## config.mk

```make
export PLATFORM = sky130hd
export DESIGN_NAME = bp_cfg_hub_flat
export DESIGN_NICKNAME = d
export VERILOG_FILES = /design/src/rtl/bp_cfg_hub_if.sv /design/src/rtl/bp_cfg_hub.sv /design/src/flat_wrapper.sv
export SDC_FILE = /design/constraint.sdc
export NUM_CORES = 1
export LEC_CHECK = 0
export ABC_AREA = 1
export CAP_MARGIN = 20
export CORE_ASPECT_RATIO = 1.1
export CORE_UTILIZATION = 30
export CTS_CLUSTER_SIZE = 10
export DETAILED_ROUTE_END_ITERATION = 8
export MAX_ROUTING_LAYER = met4
export SETUP_SLACK_MARGIN = 0.5
export SLEW_MARGIN = 20
export SYNTH_ARGS = -nofsm -noshare
export SYNTH_HDL_FRONTEND = slang
export SYNTH_SLANG_ARGS = --single-unit
```

## constraint.sdc

```tcl
create_clock -name clk_i -period 2.3 [get_ports clk_i]
set_input_delay 0.46 -clock clk_i [delete_from_list [all_inputs] [get_ports clk_i]]
set_output_delay 0.46 -clock clk_i [all_outputs]
set_load 0.02 [all_outputs]
```

## src/rtl/bp_cfg_hub_if.sv

```systemverilog
// Command, core config-bus and response signals of the multi-core config hub.
// The slave modport is the hub's view; master is the host/core-side view.
interface bp_cfg_hub_if #(
  parameter int num_cores_p      = 4,
  parameter int cfg_addr_width_p = 16,
  parameter int cfg_data_width_p = 64,
  parameter int tag_width_p      = 8
);
  localparam int core_sel_width_lp = $clog2(num_cores_p) + 1;

  logic                                          cmd_v_i;
  logic                                          cmd_ready_o;
  logic                                          cmd_w_i;
  logic [core_sel_width_lp+cfg_addr_width_p-1:0] cmd_addr_i;
  logic [cfg_data_width_p-1:0]                   cmd_data_i;
  logic [tag_width_p-1:0]                        cmd_tag_i;

  logic [num_cores_p-1:0]                        cfg_w_v_o;
  logic [num_cores_p-1:0]                        cfg_r_v_o;
  logic [cfg_addr_width_p-1:0]                   cfg_addr_o;
  logic [cfg_data_width_p-1:0]                   cfg_data_o;
  logic [num_cores_p*cfg_data_width_p-1:0]       cfg_rdata_i;
  logic [num_cores_p-1:0]                        freeze_o;

  logic                                          resp_v_o;
  logic                                          resp_ready_i;
  logic [cfg_data_width_p-1:0]                   resp_data_o;
  logic [tag_width_p-1:0]                        resp_tag_o;
  logic                                          resp_err_o;

  modport slave (
    input  cmd_v_i, cmd_w_i, cmd_addr_i, cmd_data_i, cmd_tag_i,
    output cmd_ready_o,
    output cfg_w_v_o, cfg_r_v_o, cfg_addr_o, cfg_data_o, freeze_o,
    input  cfg_rdata_i,
    output resp_v_o, resp_data_o, resp_tag_o, resp_err_o,
    input  resp_ready_i
  );

  modport master (
    output cmd_v_i, cmd_w_i, cmd_addr_i, cmd_data_i, cmd_tag_i,
    input  cmd_ready_o,
    input  cfg_w_v_o, cfg_r_v_o, cfg_addr_o, cfg_data_o, freeze_o,
    output cfg_rdata_i,
    input  resp_v_o, resp_data_o, resp_tag_o, resp_err_o,
    output resp_ready_i
  );
endinterface

```

## src/rtl/bp_cfg_hub.sv

```systemverilog
// Multi-core config hub: decodes host config commands into per-core strobes,
// keeps per-core freeze bits locally and returns in-order responses via a FIFO.
module bp_cfg_hub #(
  parameter int num_cores_p      = 4,
  parameter int cfg_addr_width_p = 16,
  parameter int cfg_data_width_p = 64,
  parameter int tag_width_p      = 8,
  parameter int resp_fifo_els_p  = 4
) (
  input  logic           clk_i,
  input  logic           reset_i,
  bp_cfg_hub_if.slave    hub
);
  localparam int core_sel_width_lp = $clog2(num_cores_p) + 1;
  localparam int ptr_w_lp          = $clog2(resp_fifo_els_p);
  localparam int cnt_w_lp          = $clog2(resp_fifo_els_p + 1);
  localparam int occ_w_lp          = cnt_w_lp + 1;

  function automatic logic [ptr_w_lp-1:0] f_bump(input logic [ptr_w_lp-1:0] p);
    return (p == ptr_w_lp'(resp_fifo_els_p - 1)) ? '0 : p + 1'b1;
  endfunction

  logic [core_sel_width_lp-1:0] w_sel;
  logic [cfg_addr_width_p-1:0]  w_off;
  logic                         w_bcast, w_in_range, w_err, w_local;
  logic                         w_ready, w_accept;
  logic [num_cores_p-1:0]       w_onehot, w_tgt;
  logic [num_cores_p-1:0]       r_freeze;

  assign w_sel      = hub.cmd_addr_i[cfg_addr_width_p +: core_sel_width_lp];
  assign w_off      = hub.cmd_addr_i[cfg_addr_width_p-1:0];
  assign w_bcast    = &w_sel;
  assign w_in_range = (w_sel < core_sel_width_lp'(num_cores_p));
  // Broadcast is legal only for writes; everything else off the core map errors.
  assign w_err      = ~w_in_range & ~(w_bcast & hub.cmd_w_i);
  assign w_local    = (w_off == cfg_addr_width_p'(1));
  assign w_accept   = hub.cmd_v_i & w_ready;

  always_comb begin
    w_onehot = '0;
    for (int i = 0; i < num_cores_p; i++)
      w_onehot[i] = (w_sel == core_sel_width_lp'(i));
  end

  assign w_tgt = w_bcast ? {num_cores_p{1'b1}} : w_onehot;

  always_comb begin
    hub.cfg_w_v_o = '0;
    hub.cfg_r_v_o = '0;
    if (w_accept & ~w_err & ~w_local) begin
      if (hub.cmd_w_i) hub.cfg_w_v_o = w_tgt;
      else             hub.cfg_r_v_o = w_onehot;
    end
  end

  assign hub.cfg_addr_o = w_accept ? w_off : '0;
  assign hub.cfg_data_o = w_accept ? hub.cmd_data_i : '0;
  assign hub.freeze_o   = r_freeze;

  always_ff @(posedge clk_i or posedge reset_i) begin
    if (reset_i)
      r_freeze <= '1;
    else if (w_accept & hub.cmd_w_i & w_local & ~w_err)
      r_freeze <= (r_freeze & ~w_tgt) | (w_tgt & {num_cores_p{hub.cmd_data_i[0]}});
  end

  // ---- stage A -> stage B: accepted command in flight ----
  logic                   r_vld_p1;
  logic [tag_width_p-1:0] r_tag_p1;
  logic                   r_w_p1, r_err_p1, r_local_p1;
  logic [num_cores_p-1:0] r_sel_oh_p1;

  always_ff @(posedge clk_i or posedge reset_i) begin
    if (reset_i) r_vld_p1 <= 1'b0;
    else         r_vld_p1 <= w_accept;
  end

  always_ff @(posedge clk_i) begin
    if (w_accept) begin
      r_tag_p1    <= hub.cmd_tag_i;
      r_w_p1      <= hub.cmd_w_i;
      r_err_p1    <= w_err;
      r_local_p1  <= w_local;
      r_sel_oh_p1 <= w_onehot;
    end
  end

  logic [cfg_data_width_p-1:0] w_core_rdata_p1, w_resp_data_p1;
  logic                        w_frz_bit_p1;

  always_comb begin
    w_core_rdata_p1 = '0;
    for (int i = 0; i < num_cores_p; i++)
      if (r_sel_oh_p1[i])
        w_core_rdata_p1 = w_core_rdata_p1 | hub.cfg_rdata_i[i*cfg_data_width_p +: cfg_data_width_p];
  end

  assign w_frz_bit_p1   = |(r_freeze & r_sel_oh_p1);
  assign w_resp_data_p1 = (r_err_p1 | r_w_p1) ? '0 :
                          r_local_p1          ? cfg_data_width_p'(w_frz_bit_p1) :
                                                w_core_rdata_p1;

  // ---- stage B -> response FIFO ----
  logic [cfg_data_width_p-1:0] r_fifo_data [resp_fifo_els_p];
  logic [tag_width_p-1:0]      r_fifo_tag  [resp_fifo_els_p];
  logic                        r_fifo_err  [resp_fifo_els_p];
  logic [ptr_w_lp-1:0]         r_wr_ptr, r_rd_ptr;
  logic [cnt_w_lp-1:0]         r_count;
  logic                        w_push, w_pop, w_resp_v;
  logic [occ_w_lp-1:0]         w_occ;

  assign w_push   = r_vld_p1;
  assign w_resp_v = (r_count != '0);
  assign w_pop    = w_resp_v & hub.resp_ready_i;
  // Credits cover queued entries plus the one still in stage B, so a push never overflows.
  assign w_occ    = occ_w_lp'(r_count) + occ_w_lp'(r_vld_p1);
  assign w_ready  = ~reset_i & (w_occ < occ_w_lp'(resp_fifo_els_p));

  always_ff @(posedge clk_i) begin
    if (w_push) begin
      r_fifo_data[r_wr_ptr] <= w_resp_data_p1;
      r_fifo_tag[r_wr_ptr]  <= r_tag_p1;
      r_fifo_err[r_wr_ptr]  <= r_err_p1;
    end
  end

  always_ff @(posedge clk_i or posedge reset_i) begin
    if (reset_i) begin
      r_wr_ptr <= '0;
      r_rd_ptr <= '0;
      r_count  <= '0;
    end else begin
      if (w_push) r_wr_ptr <= f_bump(r_wr_ptr);
      if (w_pop)  r_rd_ptr <= f_bump(r_rd_ptr);
      if (w_push & ~w_pop)      r_count <= r_count + 1'b1;
      else if (~w_push & w_pop) r_count <= r_count - 1'b1;
    end
  end

  assign hub.cmd_ready_o = w_ready;
  assign hub.resp_v_o    = w_resp_v;
  assign hub.resp_data_o = r_fifo_data[r_rd_ptr];
  assign hub.resp_tag_o  = r_fifo_tag[r_rd_ptr];
  assign hub.resp_err_o  = r_fifo_err[r_rd_ptr];
endmodule
```

## src/flat_wrapper.sv

```systemverilog
// flat-port wrapper written by rule: the top's interface ports become plain ports
module bp_cfg_hub_flat 
#(
  parameter int num_cores_p      = 4,
  parameter int cfg_addr_width_p = 16,
  parameter int cfg_data_width_p = 64,
  parameter int tag_width_p      = 8,
  parameter int resp_fifo_els_p  = 4
)
  (clk_i, reset_i, hub_cmd_v_i, hub_cmd_w_i, hub_cmd_addr_i, hub_cmd_data_i, hub_cmd_tag_i, hub_cmd_ready_o, hub_cfg_w_v_o, hub_cfg_r_v_o, hub_cfg_addr_o, hub_cfg_data_o, hub_freeze_o, hub_cfg_rdata_i, hub_resp_v_o, hub_resp_data_o, hub_resp_tag_o, hub_resp_err_o, hub_resp_ready_i);
  bp_cfg_hub_if #(.num_cores_p(num_cores_p), .cfg_addr_width_p(cfg_addr_width_p), .cfg_data_width_p(cfg_data_width_p), .tag_width_p(tag_width_p)) hub_i ();
  input  logic clk_i;
  input  logic reset_i;
  input wire logic [$bits(hub_i.cmd_v_i)-1:0] hub_cmd_v_i;
  input wire logic [$bits(hub_i.cmd_w_i)-1:0] hub_cmd_w_i;
  input wire logic [$bits(hub_i.cmd_addr_i)-1:0] hub_cmd_addr_i;
  input wire logic [$bits(hub_i.cmd_data_i)-1:0] hub_cmd_data_i;
  input wire logic [$bits(hub_i.cmd_tag_i)-1:0] hub_cmd_tag_i;
  output wire logic [$bits(hub_i.cmd_ready_o)-1:0] hub_cmd_ready_o;
  output wire logic [$bits(hub_i.cfg_w_v_o)-1:0] hub_cfg_w_v_o;
  output wire logic [$bits(hub_i.cfg_r_v_o)-1:0] hub_cfg_r_v_o;
  output wire logic [$bits(hub_i.cfg_addr_o)-1:0] hub_cfg_addr_o;
  output wire logic [$bits(hub_i.cfg_data_o)-1:0] hub_cfg_data_o;
  output wire logic [$bits(hub_i.freeze_o)-1:0] hub_freeze_o;
  input wire logic [$bits(hub_i.cfg_rdata_i)-1:0] hub_cfg_rdata_i;
  output wire logic [$bits(hub_i.resp_v_o)-1:0] hub_resp_v_o;
  output wire logic [$bits(hub_i.resp_data_o)-1:0] hub_resp_data_o;
  output wire logic [$bits(hub_i.resp_tag_o)-1:0] hub_resp_tag_o;
  output wire logic [$bits(hub_i.resp_err_o)-1:0] hub_resp_err_o;
  input wire logic [$bits(hub_i.resp_ready_i)-1:0] hub_resp_ready_i;
  assign hub_i.cmd_v_i = hub_cmd_v_i;
  assign hub_i.cmd_w_i = hub_cmd_w_i;
  assign hub_i.cmd_addr_i = hub_cmd_addr_i;
  assign hub_i.cmd_data_i = hub_cmd_data_i;
  assign hub_i.cmd_tag_i = hub_cmd_tag_i;
  assign hub_cmd_ready_o = hub_i.cmd_ready_o;
  assign hub_cfg_w_v_o = hub_i.cfg_w_v_o;
  assign hub_cfg_r_v_o = hub_i.cfg_r_v_o;
  assign hub_cfg_addr_o = hub_i.cfg_addr_o;
  assign hub_cfg_data_o = hub_i.cfg_data_o;
  assign hub_freeze_o = hub_i.freeze_o;
  assign hub_i.cfg_rdata_i = hub_cfg_rdata_i;
  assign hub_resp_v_o = hub_i.resp_v_o;
  assign hub_resp_data_o = hub_i.resp_data_o;
  assign hub_resp_tag_o = hub_i.resp_tag_o;
  assign hub_resp_err_o = hub_i.resp_err_o;
  assign hub_i.resp_ready_i = hub_resp_ready_i;
  bp_cfg_hub #(.num_cores_p(num_cores_p), .cfg_addr_width_p(cfg_addr_width_p), .cfg_data_width_p(cfg_data_width_p), .tag_width_p(tag_width_p), .resp_fifo_els_p(resp_fifo_els_p)) u_core (.clk_i(clk_i), .reset_i(reset_i), .hub(hub_i));
endmodule
```

# ---- Word level (Yosys, flattened, before mapping)
# Memories as Yosys holds them, arrays and structs flattened.
# Cells that the tools add are included.
dict set report classes {
  bitwise_logic 28
  addsub 5
  eq_ne 6
  reduce_logical 5
  n_lt_le_gt_ge 2
  n_mux 19
}
# operator n
set op_table {}
lappend op_table {{2-to-1 mux 64 bit} 7}
lappend op_table {{OR 64 bit} 3}
lappend op_table {{2-to-1 mux 4 bit} 5}
lappend op_table {{equality test 16 x 1 -> 1 bit (second input constant)} 1}
lappend op_table {{2-to-1 mux 16 bit} 1}
lappend op_table {{AND 1 bit} 12}
lappend op_table {{AND 4 bit} 3}
lappend op_table {{NOT 1 bit} 7}
lappend op_table {{equality test 3 x 2 -> 1 bit (second input constant)} 2}
lappend op_table {{2-to-1 mux 3 bit} 2}
lappend op_table {{adder 2 x 1 -> 2 bit (second input constant)} 2}
lappend op_table {{adder 3 x 1 -> 4 bit} 1}
lappend op_table {{equality test 2 bit (second input constant)} 2}
lappend op_table {{< comparator 4 x 3 -> 1 bit (second input constant)} 1}
lappend op_table {{2-to-1 mux 2 bit} 2}
lappend op_table {{NOT 4 bit} 1}
lappend op_table {{OR 4 bit} 1}
lappend op_table {{OR reduction 4 bit} 1}
lappend op_table {{adder 3 x 1 -> 3 bit (second input constant)} 1}
lappend op_table {{equality test 3 x 1 -> 1 bit (second input constant)} 1}
lappend op_table {{logical NOT 3 bit} 1}
lappend op_table {{< comparator 3 bit (second input constant)} 1}
lappend op_table {{AND reduction 3 bit} 1}
lappend op_table {{nonzero test 3 bit} 1}
lappend op_table {{other kinds (4)} 5}
dict set report totals {
  regBits 27
  output_inout_bits 167
  memories 3
  mem_bits_rw 292
  input_bits 352
  elab_cells 78
}
# name depth word_bits read_ports rd_ports_with_merged_regs write_ports line_no
set mem_list {}
lappend mem_list {u_core.r_fifo_data 4 64 1 0 1 bp_cfg_hub.sv:104} ;# logic [cfg_data_width_p-1:0] r_fifo_data [resp_fifo_els_p];
lappend mem_list {u_core.r_fifo_tag 4 8 1 0 1 bp_cfg_hub.sv:105} ;# logic [tag_width_p-1:0] r_fifo_tag [resp_fifo_els_p];
lappend mem_list {u_core.r_fifo_err 4 1 1 0 1 bp_cfg_hub.sv:106} ;# logic r_fifo_err [resp_fifo_els_p];

# ---- Logic depth before layout (Yosys ltp)
# Gate-level depths: netlist of the first run.
dict set report depth {
  word_depth 9
  depth_mapped 10
  mapped_depth_nobuf 10
}

# ---- Worst setup path before layout of the first run
# No wires, ideal clock.
dict set report synth_timing {
  path_type {reg2reg}
  startpoint {register u_core.r_wr_ptr[0]}
  endpoint {memory u_core.r_fifo_data[0][0] (enable)}
  period_less_slack_ps 2500
  stages_incl_launch_ff 5
  arrival_ps 2073
  slack_ps -200
  n_path_buf 0
  setup_time_ps 427
  required_time_ps 1873
  path_cell_list {dfrtp_1 > inv_1 > ha_1 > nand2_1 > inv_1}
}
# element line_no
set synth_rtl {}
lappend synth_rtl {{start, declared} bp_cfg_hub.sv:107} ;# logic [ptr_w_lp-1:0] r_wr_ptr, r_rd_ptr;
lappend synth_rtl {{start signal, assigned} bp_cfg_hub.sv:133} ;# if (w_push) r_wr_ptr <= f_bump(r_wr_ptr);
lappend synth_rtl {{end, declared} bp_cfg_hub.sv:104}
# No word-level cell before the write port.

# ---- Final worst setup path of the first run
dict set report layout_timing {
  startpoint {register u_core.r_count[2]}
  endpoint {output port hub_cfg_data_o[10]}
}
dict set report layout_via {
  elab_chain_len 5
}
# element line_no
set layout_rtl {}
lappend layout_rtl {{start, declared} bp_cfg_hub.sv:108} ;# logic [cnt_w_lp-1:0] r_count;
lappend layout_rtl {{start signal, assigned} bp_cfg_hub.sv:135} ;# if (w_push & ~w_pop) r_count <= r_count + 1'b1;
lappend layout_rtl {{start signal, assigned} bp_cfg_hub.sv:136} ;# else if (~w_push & w_pop) r_count <= r_count - 1'b1;
lappend layout_rtl {{adder 3 x 1 -> 4 bit} bp_cfg_hub.sv:116} ;# assign w_occ = occ_w_lp'(r_count) + occ_w_lp'(r_vld_p1);
lappend layout_rtl {{< comparator 4 x 3 -> 1 bit} bp_cfg_hub.sv:117} ;# assign w_ready = ~reset_i & (w_occ < occ_w_lp'(resp_fifo_els_p));
lappend layout_rtl {{AND 1 bit} bp_cfg_hub.sv:117}
lappend layout_rtl {{AND 1 bit} bp_cfg_hub.sv:37} ;# assign w_accept = hub.cmd_v_i & w_ready;
lappend layout_rtl {{2-to-1 mux 64 bit} bp_cfg_hub.sv:57} ;# assign hub.cfg_data_o = w_accept ? hub.cmd_data_i : '0;
lappend layout_rtl {{end, declared} flat_wrapper.sv:23} ;# output wire logic [$bits(hub_i.cfg_data_o)-1:0] hub_cfg_data_o;
# Every way passes these cells.

==> results summary, run 1 <==
The final period utilization came out at 1.10. The measured slew at the worst slew-check pin came out at 0.538 ns. The final wirelength came out at 59000 microns. The sequential group share of total power came out at 0.261. The least setup slack across all paths after layout came out at -0.219 ns. The final reports fail on setup timing. Clock tree synthesis selected as its root buffer the cell clkbuf_16.

For the worst-skew pair, the clock arrives at the later sink with an insertion delay of 0.54 ns. The max-slew violation count is 0. TritonCTS built the clock tree. The maximum fanout count along the critical path came out at 7. On the critical path, the stage with the largest delay is an instance of dfrtp_1. The initial utilization of the core area, before any placement, comes to 0.304.

The violation count after the first detailed-route iteration is 822. The final-layout setup total negative slack is -15.50 ns. The run finished, with violations left. The routed length per placed instance came out at 21.8 microns. The clock sink count came out at 319. Across the run, the number of max-cap violations was 0. Yosys attributes the largest share of cell area to edfxtp_1, nand2_1, nor2_1, a41oi_1, o21ai_0.

The routed layout has 13267 vias. The tightest hold path in the finished design has a slack of 0.126 ns. The number of standard cells after synthesis came out at 1384. The share of synthesized area in the top cell type comes to 0.632. The largest single stage delay on the critical path is 0.39 ns. At the end of the flow the core is filled with cells to 0.542. The number of enable-type register cells in the synthesized netlist is 307. In this design, the critical path's most frequently occurring cell is buf_12. The analysis attributes to net switching a power of 10.1 mW.

STA puts the critical path data required time at 1.84 ns. Setup repair after global routing could not meet its margin everywhere. Leaving out fill and tap cells, the most frequent cells in the layout are clkdlybuf4s50_1, edfxtp_1, nand2_1. The via count of the first global-routing pass came to 13159. The total iterations of the first detailed-routing run is 5. The total congestion overflow after global routing came out at 0. The routability congestion estimate from global placement came out at 0.929.

The sequential cell area came out at 9530 sq um. The worst setup path is launched from a flop. The average instance area after synthesis came out at 10.5 sq um. The post-synth net total came out at 1743.

The share of synthesized registers carrying an async set or reset came out at 0.0376. For the finished layout, the period the worst path requires is 2.52 ns. The core area is 47900 sq um. The count of final setup violators is 146.

In this run, synthesis produced a sequential element count of 319. Of the total power, the share spent switching nets is 0.368. The max-slew headroom at the worst pin is 0.636.

The die is 212 microns wide. The worst hold path belongs to the class input port to async pin. For this run, the number of Yosys warnings is 0.

The number of buffers inserted during clock tree synthesis is 38. For this run, the leading register cell type out of synthesis is edfxtp_1. After synthesis the cells add up to 14600 sq um.

The sequential element share of the synthesized area came out at 0.653. The cell row count is 84. The initial antenna violation count is 9. Across every metal layer, demand over resource in global routing totals 0.229.

The largest net degree at the start of global routing came out at 54. edfxtp_1 takes more of the synthesized area than any other cell. The first-pass GRT wire length is 81000 microns. The share of total power in the clock network came out at 0.195. The residual DRC count is 0. The static power due to leakage came out at 9.61 nW.

The layout has 4002 filler cells. 519 I/O pins were placed. Leaving out fill and tap cells, the most frequent cell in the layout is clkdlybuf4s50_1.

The combined area of the multi-input logic cells came out at 6030 sq um. The fraction of layout cells with a size suffix above 1 is 0.354. The H-tree depth is 2. The maximum clock insertion buffer count is 3. The half-perimeter wire length of the detailed placement result is 36000 microns. The die is 233 microns tall.

The count of input and output buffers came out at 518. The internal portion of total power is 17.4 mW. The count of distinct cell types in the synthesized netlist is 34. The post-layout net count came out at 2394.

The share of total power dissipated in combinational logic is 0.544. The power density relative to cell area is 1060 nW/um^2. The detailed-route vias per instance came out at 4.91.

From synthesis to final layout, the design area changed by 77.9%. STA classifies the critical path endpoint as an output port. The area of the die is 49500 sq um.

The detail route stage leaves a number of antenna-violating nets equal to 0. The final hold violation count came out at 0. The power consumption is 27.5 mW.

By startpoint and endpoint, the worst setup path is classified as flop to output port. The data arrival time of the critical path came out at 2.06 ns. Clock-pin slew was measured on the worst setup and hold paths at 0.06 ns. The worst clock skew is 0.0214 ns. Static timing analysis puts the maximum clock frequency at 397 MHz. The critical path goes through nor2_2, nand2_2, inv_4, nand2_8, buf_12, buf_6, buf_12, buf_12, nor2_4, buf_6.

The worst IR drop on VDD is 0.621 mV.
[registers in the layout (all words and copies together) (netlist names), named ones only]
register	flops
u_core.r_err_p1	1
u_core.r_rd_ptr	2
u_core.r_wr_ptr	2
u_core.r_local_p1	1
u_core.r_count	3
u_core.r_sel_oh_p1	4
u_core.r_w_p1	1
u_core.r_fifo_data	256
u_core.r_vld_p1	1
u_core.r_tag_p1	8
u_core.r_fifo_tag	32
u_core.r_fifo_err	4
[worst max-delay path, delay by kind of cell (launching register included)]
family | cells | cell delay (ns)
buf+inv | 6 | 0.75
flops | 1 | 0.39
simple gates | 4 | 0.39
[per-stage QoR]
| stage | area (sq um) | setup slack, ns | cells |
|---|---|---|---|
| finish | 26000 | -0.219 | 2701 |
| floorplan | 14700 | 0.170 | 1384 |
| CTS | 24300 | -0.240 | 2669 |
| detailed placement | 21100 | -0.536 | 2544 |
| global route | 26000 | -0.274 | 2700 |
| global placement | 21100 | -0.471 | 2544 |
[worst paths after layout]
kind,from,end,slack (ns),cells after the start
min in group clk_i,flop,flop,0.47,2
worst max register to register,u_core.r_count[0],u_core.r_count[1],0.44,9
worst max-delay path,u_core.r_count[2],hub_cfg_data_o[10],-0.22,10
worst min-delay path,reset_i,u_core.r_wr_ptr[1],0.13,2
max in group asynchronous,reset_i,u_core.r_rd_ptr[0],1.79,2
worst min register to register,flop,flop,0.47,2
[kinds of logic (layout without fill, tap and decap cells)]
| kind of cell | after synthesis | in the layout | share of synthesized area |
|---|---|---|---|
| and+or+nand+nor | 571 | 571 | 0.154 |
| buffers and inverters | 195 | 857 | 0.0629 |
| adders and majority gates | 7 | 7 | 0.00652 |
| AOI/OAI and AO/OA | 289 | 289 | 0.122 |
| other | 0 | 10 | 0 |
| DFF | 319 | 319 | 0.653 |
| muxes | 1 | 1 | 0.000772 |
| xor gates and xnor gates | 2 | 2 | 0.00120 |
[layer usage]
| layer | vias to the layer above | global-route usage | share of wire |
|---|---|---|---|
| met5 | - | - | 0 |
| met1 | 6488 | 0.241 | 0.37 |
| met3 | 103 | 0.0347 | 0.052 |
| met4 | 0 | 0.0940 | 0.041 |
| met2 | 511 | 0.423 | 0.54 |
| li1 | 6165 | - | - |
[cell usage after synthesis, types with 2 or more instances]
library cell / n
dfrtp_1: 8
o21ai_1: 56
dfstp_2: 4
clkbuf_2: 3
buf_4: 6
ha_1: 6
a41oi_1: 63
nand2_1: 291
inv_1: 99
o21ai_0: 92
nand3_1: 10
a21oi_1: 4
edfxtp_1: 307
nand2_2: 2
o22ai_1: 73
inv_2: 4
clkbuf_1: 36
nand4_1: 7
nor3_2: 4
buf_6: 16
nor2_2: 2
nor2_1: 249
buf_2: 31
[power by group through the flow]
| stage | Clock (mW) | Combinational, mW | Sequential, mW |
|---|---|---|---|
| final | 5.35 | 15.0 | 7.18 |
| after detailed placement | 0 | 9.96 | 7.23 |
| after floorplan | 0 | 4.90 | 7.18 |
| after CTS | 5.46 | 12.7 | 7.14 |
| after global routing | 5.67 | 15.7 | 7.22 |
| after global placement | 0 | 9.85 | 7.21 |
[repair_timing]
item | in CTS | in global routing
gates resized for setup | 1090 | 354
pin swaps | 32 | 79
setup buffers | 50 | 18
hold buffers | 0 | 0
endpoints found under the setup margin | 193 | 213
cloned | 24 | 4
[final cells by class]
type	instances	share of cell area
multi-input cells	870	0.232
clock inverters	5	0.00275
inverters	103	0.0168
diodes	10	0.000964
repair buffers	703	0.310
clock buffers	46	0.0386
well taps	645	0.0311
flip-flops and latches	319	0.367
(Power assumes the default switching activity.)
==> run 2, diff against run 1 <==
==> constraint.sdc (replaced) <==
create_clock -name clk_i -period 2.3 [get_ports clk_i]
set_input_delay 0.23 -clock clk_i [delete_from_list [all_inputs] [get_ports clk_i]]
set_output_delay 0.23 -clock clk_i [all_outputs]
set_load 0.02 [all_outputs]
==> run 2 against run 1 <==
Compared with the run above: the flow now finishes without violations; critical path depth down 1; hold slack lost 0.029 ns; design area down 9.1%; clock power hardly changed; cell count fell by 1.8%; fmax grew 12%; sequential power down 0.8%; combinational power down 17%; wire length down 3.0%; die area did not move; flip-flop and latch count is the same.
==> results summary, run 2 (same netlist as run 1, synthesis figures left out) <==
The critical setup path kind is flop to output port. The starting density of the core is 0.304. After floorplanning, the core was sized to cover 47900 sq um. The run finished with clean final reports. Leaving out fill and tap cells, the most frequent cells in the layout are clkdlybuf4s50_1, edfxtp_1, nand2_1.

The fraction of layout cells with a size suffix above 1 is 0.224. In this run the static leakage power is 8.98 nW. The first routing iteration left 834 violations.

Headroom to the max-slew limit came out at 0.596. The maximum cell stage delay along the critical path came out at 0.38 ns. The max-slew violation count is 0. The least setup slack across all paths after layout came out at 0.0485 ns. The worst endpoint required time came out at 2.07 ns.

The tree is rooted in a clkbuf_16. The category of the worst setup path launch point is a flop. The final period utilization came out at 0.979.

The half-perimeter wire length of the detailed placement result came out at 35800 microns. The cell type of the slowest stage on the worst timing path is dfrtp_1. The sequential cell area came out at 9530 sq um. The count of hold-fix buffers inserted at cts is 0. The worst IR drop on VDD is 0.499 mV. The time the final worst path needs with I/O delays and setup came out at 2.25 ns. Ranked by flip-flop count, first place goes to u_core.r_fifo_data.

The number of buffers inserted during clock tree synthesis is 38. The H-tree depth is 2. The most prevalent standard cell on the critical path is buf_4. The initial antenna violation count is 12. The final wirelength is 57200 microns. Along the worst path, the maximum fanout reaches 8.

The cell row count came out at 84. The final design utilization came out at 0.492. The worst clock skew came out at 0.0170 ns.

The pre-CTS worst setup slack came out at -0.0119 ns. The synthesis-to-finish area growth came out at 61.7%. The power density relative to cell area is 1060 nW/um^2. The number of max-cap violations came out at 0.

The highest achievable clock rate came out at 444 MHz. The number of flip-flops in the largest register is 256. The area of the die is 49500 sq um. The detail route stage leaves a number of antenna-violating nets equal to 0. Clock tree synthesis found a total of 319 sinks. The via count of the routed design came out at 12971. The number of fill cells came out at 4364. Overall power consumption after layout is estimated at 24.9 mW.

The final hold violation count came out at 0. The vertical die dimension is 233 microns. The placed instance area is 20800 sq um.

In the routed design, unresolved DRC markers number 0. The kind of end point of the critical path is an output port. The routability congestion estimate from global placement is 0.928.

The count of final setup violators is 0. STA puts the critical path data arrival time at 2.02 ns. The first-pass GRT wire length is 75400 microns. Entering global routing, the biggest net connects 53 pins. The CTS tree is built. The via count of the first global-routing pass came out at 12595.

Setup repair after global routing could not meet its margin everywhere. The tightest min-delay check is of the input port to async pin type. Dividing the detail-routed via count by the number of cells gives 4.89.

For this design the top-level I/O count stands at 519. For this run, the detailed router's first-pass iteration total came to 7. The multi-input combinational cells in the finished layout cover a total of 4720 sq um. The clock latency at the later pin of the worst-skew pair is 0.53 ns.

The total congestion overflow after global routing is 0. The maximum clock insertion buffer count is 3. Clock-pin slew was measured on the worst setup and hold paths at 0.05 ns. The count of input and output buffers came out at 518.

In the final routed layout, each cell accounts on average for 21.6 microns. Walking the worst path, the cells encountered are nor2_2, nand2_2, clkinv_4, nand2_8, inv_4, nand3_4, buf_4, nor3_2, buf_4. Leaving out fill and tap cells, the most frequent cell in the layout is clkdlybuf4s50_1. For the final routed database, the setup TNS stands at 0 ns. The measured slew at the worst slew-check pin is 0.598 ns. The all-layer global routing usage came out at 0.211. The width of the chip is 212 microns. The largest registers in the layout are u_core.r_fifo_data: 256 flops, u_core.r_fifo_tag: 32 flops, u_core.r_tag_p1: 8 flops.

The net count of the finished layout is 2344. The final standard cell area without fillers came out at 23600 sq um.
==> run 2: final cells by class <==
class | instances | area share
antenna | 6 | 0.000636
tap | 645 | 0.0342
timing repair inverter | 2 | 0.00138
inverter | 103 | 0.0180
timing repair buffer | 650 | 0.296
clock inverter | 3 | 0.00170
sequential | 319 | 0.404
multi-input combinational | 871 | 0.200
clock buffer | 54 | 0.0442
==> run 2: routing by layer <==
layer  routed length (microns)  GRT usage  vias up  share of wire
met5                         0          -        -              0
met4                      1720     0.0674        0          0.030
met3                      2890     0.0303       86          0.050
met2                     31700      0.399      506           0.55
met1                     20900      0.224     6323           0.37
li1                          -          -     6056              -
==> run 2: worst paths after layout <==
kind | slack (ns) | startpoint | cells past startpoint | endpoint
worst max register to register | 0.34 | u_core.r_count[0] | 11 | u_core.r_count[2]
min in group clk_i | 0.26 | hub_cmd_tag_i[0] | 1 | u_core.r_tag_p1[0]
worst max-delay path | 0.05 | u_core.r_count[2] | 9 | hub_cfg_r_v_o[0]
worst min-delay path | 0.1 | reset_i | 2 | u_core.r_rd_ptr[0]
worst min register to register | 0.47 | flop | 2 | flop
max in group asynchronous | 1.81 | reset_i | 2 | u_core.r_rd_ptr[0]
==> run 2: what timing repair did <==
item / 4_1_cts / 5_1_grt
pin swaps: 10 / 24
setup endpoints to repair: 242 / 357
buffers inserted: 10 / 34
gates cloned: 7 / 31
resized for setup: 427 / 413
==> run 2: report_power, final <==
part	switching, mW	internal [mW]	total (mW)	leakage [nW]
combinational	6.82	5.64	12.5	5.49
clock	2.19	3.13	5.32	0.518
sequential	0.180	6.94	7.12	2.97
==> run 2: per-stage QoR <==
step                std cells  hold slack [ns]
global route             2652            0.154
finish                   2653           0.0975
detailed placement       2508            0.467
CTS                      2582           0.0976
floorplan                1384           0.0918
global placement         2508            0.464
==> run 2: worst max-delay path: cells and delay by family, from the launching register on <==
kind	cells	cell delay, ns
and+or+nand+nor	5	0.58
DFF	1	0.38
buffers and inverters	4	0.54
==> run 3, diff against run 2 <==
--- a/config.mk
+++ b/config.mk
@@ -12,6 +12,7 @@
 export CTS_CLUSTER_SIZE = 10
 export DETAILED_ROUTE_END_ITERATION = 8
 export MAX_ROUTING_LAYER = met4
+export RECOVER_POWER = 100
 export SETUP_SLACK_MARGIN = 0.5
 export SLEW_MARGIN = 20
 export SYNTH_ARGS = -nofsm -noshare
==> run 3 against run 2 <==
Compared with the run above: power decreased by 0.22%; count of clock-buffer cells in the layout stayed put; first-iteration DRC count decreased by 5.9%; design area is 0.38% lower; hold slack better by 0.12 ns; clock skew up 0.00051 ns; sequential power is essentially flat; non-clock buffer count unchanged; die area unchanged; core utilization decreased by 0.19 points; combinational power hardly changed; largest cell class unchanged.
==> results summary, run 3 (same netlist as run 1, synthesis figures left out) <==
The width of the chip is 212 microns. The half-perimeter wire length of the detailed placement result is 35800 microns. After detailed routing, the average wire length per cell comes to 21.6 microns. The total placed cells including tap cells is 2508.

The H-tree depth came out at 2. The library cells used most frequently in the layout, excluding fill and tap cells, are clkdlybuf4s50_1, edfxtp_1, nand2_1. Across the VDD grid, the largest voltage drop is 0.498 mV.

The floorplan step set the die height to 233 microns. The initial antenna violation count is 12. Entering global routing, the biggest net connects 53 pins. The detailed-route vias per instance came out at 4.90. The count of final setup violators is 0. The post-layout net count came out at 2344. The path length in cells of the critical path is 9.

OpenSTA, run right after detailed placement, puts the worst setup slack at -0.0119 ns. The number of buffers inserted during clock tree synthesis is 38. The first-pass GRT wire length is 75400 microns. After routing, the total negative slack on setup checks comes to 0 ns. The highest achievable clock rate is 443 MHz.

The core region is 47900 sq um. The routing usage on met2 is 0.399. The clock sink count came out at 319. Together, buffers and inverters on the worst path number 4. The worst clock skew is 0.0176 ns. The slowest stage of the critical path is the dfrtp_1 cell.

The final wirelength came out at 57300 microns. Summing internal, switching and leakage power gives 24.8 mW. The fraction of power consumed by combinational cells came out at 0.499. The violation count after the first detailed-route iteration is 785.

The power density relative to cell area is 1060 nW/um^2. The worst endpoint required time is 2.07 ns. The synthesis-to-finish area growth came out at 61.1%. The number of flip-flops in the largest register is 256. The worst hold slack across all endpoints is 0.222 ns.

The maximum fanout count along the critical path is 8. The register with the most flip-flops in the final layout is u_core.r_fifo_data. The via count of the routed design came out at 13008.

The residual DRC count is 0. The post-detailed-route count of antenna-violating nets is 0. STA puts the critical path data arrival time at 2.03 ns.

In this design, the stage delay of the slowest critical-path cell is 0.38 ns. The max-slew violation count came out at 0. For this design, the CTS-stage hold fixing added 0 buffers. The final hold violation count came to 0.

The kind of cell with the highest combined delay along the critical path is simple AND/OR/NAND/NOR gates. Max-cap violations in this run came to 0. The via count of the first global-routing pass is 12595. In this run the most used layer during global routing was met2.

The fraction of power spent switching nets is 0.369. STA classifies the critical path startpoint as a flop. For this run, the detailed router's first-pass iteration total came to 5.

The layout has 4379 filler cells. The static power due to leakage came out at 8.96 nW. The measured slew at the worst slew-check pin came out at 0.943 ns. The fraction of layout cells with a size suffix above 1 is 0.218. The signal on the critical path passes through nor2_2, nand2_2, clkinv_4, nand2_8, inv_4, nand3_4, buf_4, nor3_2, buf_4.

The most prevalent standard cell on the critical path is buf_4. The internal portion of total power came out at 15.7 mW. The CTS tree is built.

The final period utilization is 0.981. At the end of routability-driven placement, the weighted congestion stood at 0.928. The sequential group share of total power came out at 0.287. The count of input and output buffers is 518. The least setup slack across all paths after layout came out at 0.0430 ns. In this run the worst hold path is classified as input port to async pin.

The longest clock path from root to sink contains 3 buffers. The max-slew headroom at the worst pin came out at 0.372. The worst setup path is captured at an output port.

The critical path is of the flop to output port type. The cell row count is 84. The starting density of the core is 0.304. The top-level I/O count came out at 519.

The number of cells on the worst reg-to-reg path is 11. The share of total power dissipated in the clock network is 0.214. The clock-pin slew on the worst setup and hold paths is 0.05 ns. The final cell count without fillers is 2653.

CTS placed an instance of clkbuf_16 at the clock tree root. After global routing the overflow that remains totals 0. The met3 demand-to-capacity share in global routing is 0.0303. The time the final worst path needs with I/O delays and setup came out at 2.26 ns. In this run the power spent charging and discharging nets is 9.17 mW.

Setup repair after global routing could not meet its margin everywhere. The largest registers in the layout are u_core.r_fifo_data: 256 flops, u_core.r_fifo_tag: 32 flops, u_core.r_tag_p1: 8 flops. The all-layer global routing usage came out at 0.211. For this run, global-route usage on met1 was measured as 0.224. The flow ran to the end, and the final reports show no timing, DRC or antenna violations. The area of the die is 49500 sq um. Leaving out fill and tap cells, the most frequent cell in the layout is clkdlybuf4s50_1. The clock latency at the later pin of the worst-skew pair is 0.53 ns.
## run 3: cell types whose count changed in the layout (fill, tap and decap cells not counted), sizes merged
cell           change
dlygate4sd3       +11
clkbuf            +10
buf               -10
clkdlybuf4s50     -11
## run 3: per-stage QoR
step                      instance area (sq um)   util
after floorplan                           14600      -
after global placement                    20800  0.434
after CTS                                 22100  0.461
after detailed placement                  20800  0.434
after global routing                      23500  0.490
final                                     23500  0.490
## run 3: layout make-up
class / instances / area, sq um / share of cell area
inverter: 103 / 422 / 0.0179
clock buffer: 54 / 1040 / 0.0444
clock inverter: 3 / 40.0 / 0.00170
antenna: 6 / 15.0 / 0.000639
timing repair buffer: 650 / 6910 / 0.294
multi-input combinational: 871 / 4700 / 0.200
timing repair inverter: 2 / 32.5 / 0.00138
tap: 645 / 807 / 0.0343
sequential: 319 / 9530 / 0.406
## run 3: worst paths after layout
kind / endpoint / from / slack [ns]
setup / recovery: hub_cfg_r_v_o[0] / u_core.r_count[2] / 0.04
hold / removal: u_core.r_rd_ptr[0] / reset_i / 0.22
setup reg to reg: u_core.r_count[2] / u_core.r_count[0] / 0.25
hold reg to reg: flop / flop / 0.48
max in group asynchronous: u_core.r_rd_ptr[0] / reset_i / 1.69
min in group clk_i: u_core.r_tag_p1[3] / hub_cmd_tag_i[3] / 0.33
## run 3: power groups by stage
stage                     clock network, mW  logic (mW)  registers (mW)
after floorplan                           0        4.88            7.18
after global placement                    0        9.45            7.22
after detailed placement                  0        9.54            7.24
after CTS                              5.46        10.1            7.14
after global routing                   5.67        13.1            7.16
final                                  5.31        12.4            7.12
## run 3: worst reg2reg max path, cell delays in order, from the launching register on
cell and delay (ns):
dfrtp_2 0.41, buf_4 0.15, nor2_1 0.13, nand2_2 0.06, nand2_1 0.20, ha_1 0.19, inv_1 0.07, fa_1 0.38
nor2_1 0.11, nor2_1 0.04, nand2_1 0.07, xor2_1 0.15
## run 3: per-layer routing
layer	up-vias	share of wire
li1	6059	-
met1	6344	0.37
met2	514	0.55
met3	91	0.050
met4	0	0.031
met5	-	0
## run 3: repair_timing
action                     4_1_cts  5_1_grt
setup buffers                   10       34
gates resized for setup        427      413
setup endpoints to repair      242      357
pin swaps                       10       24
gates cloned                     7       31
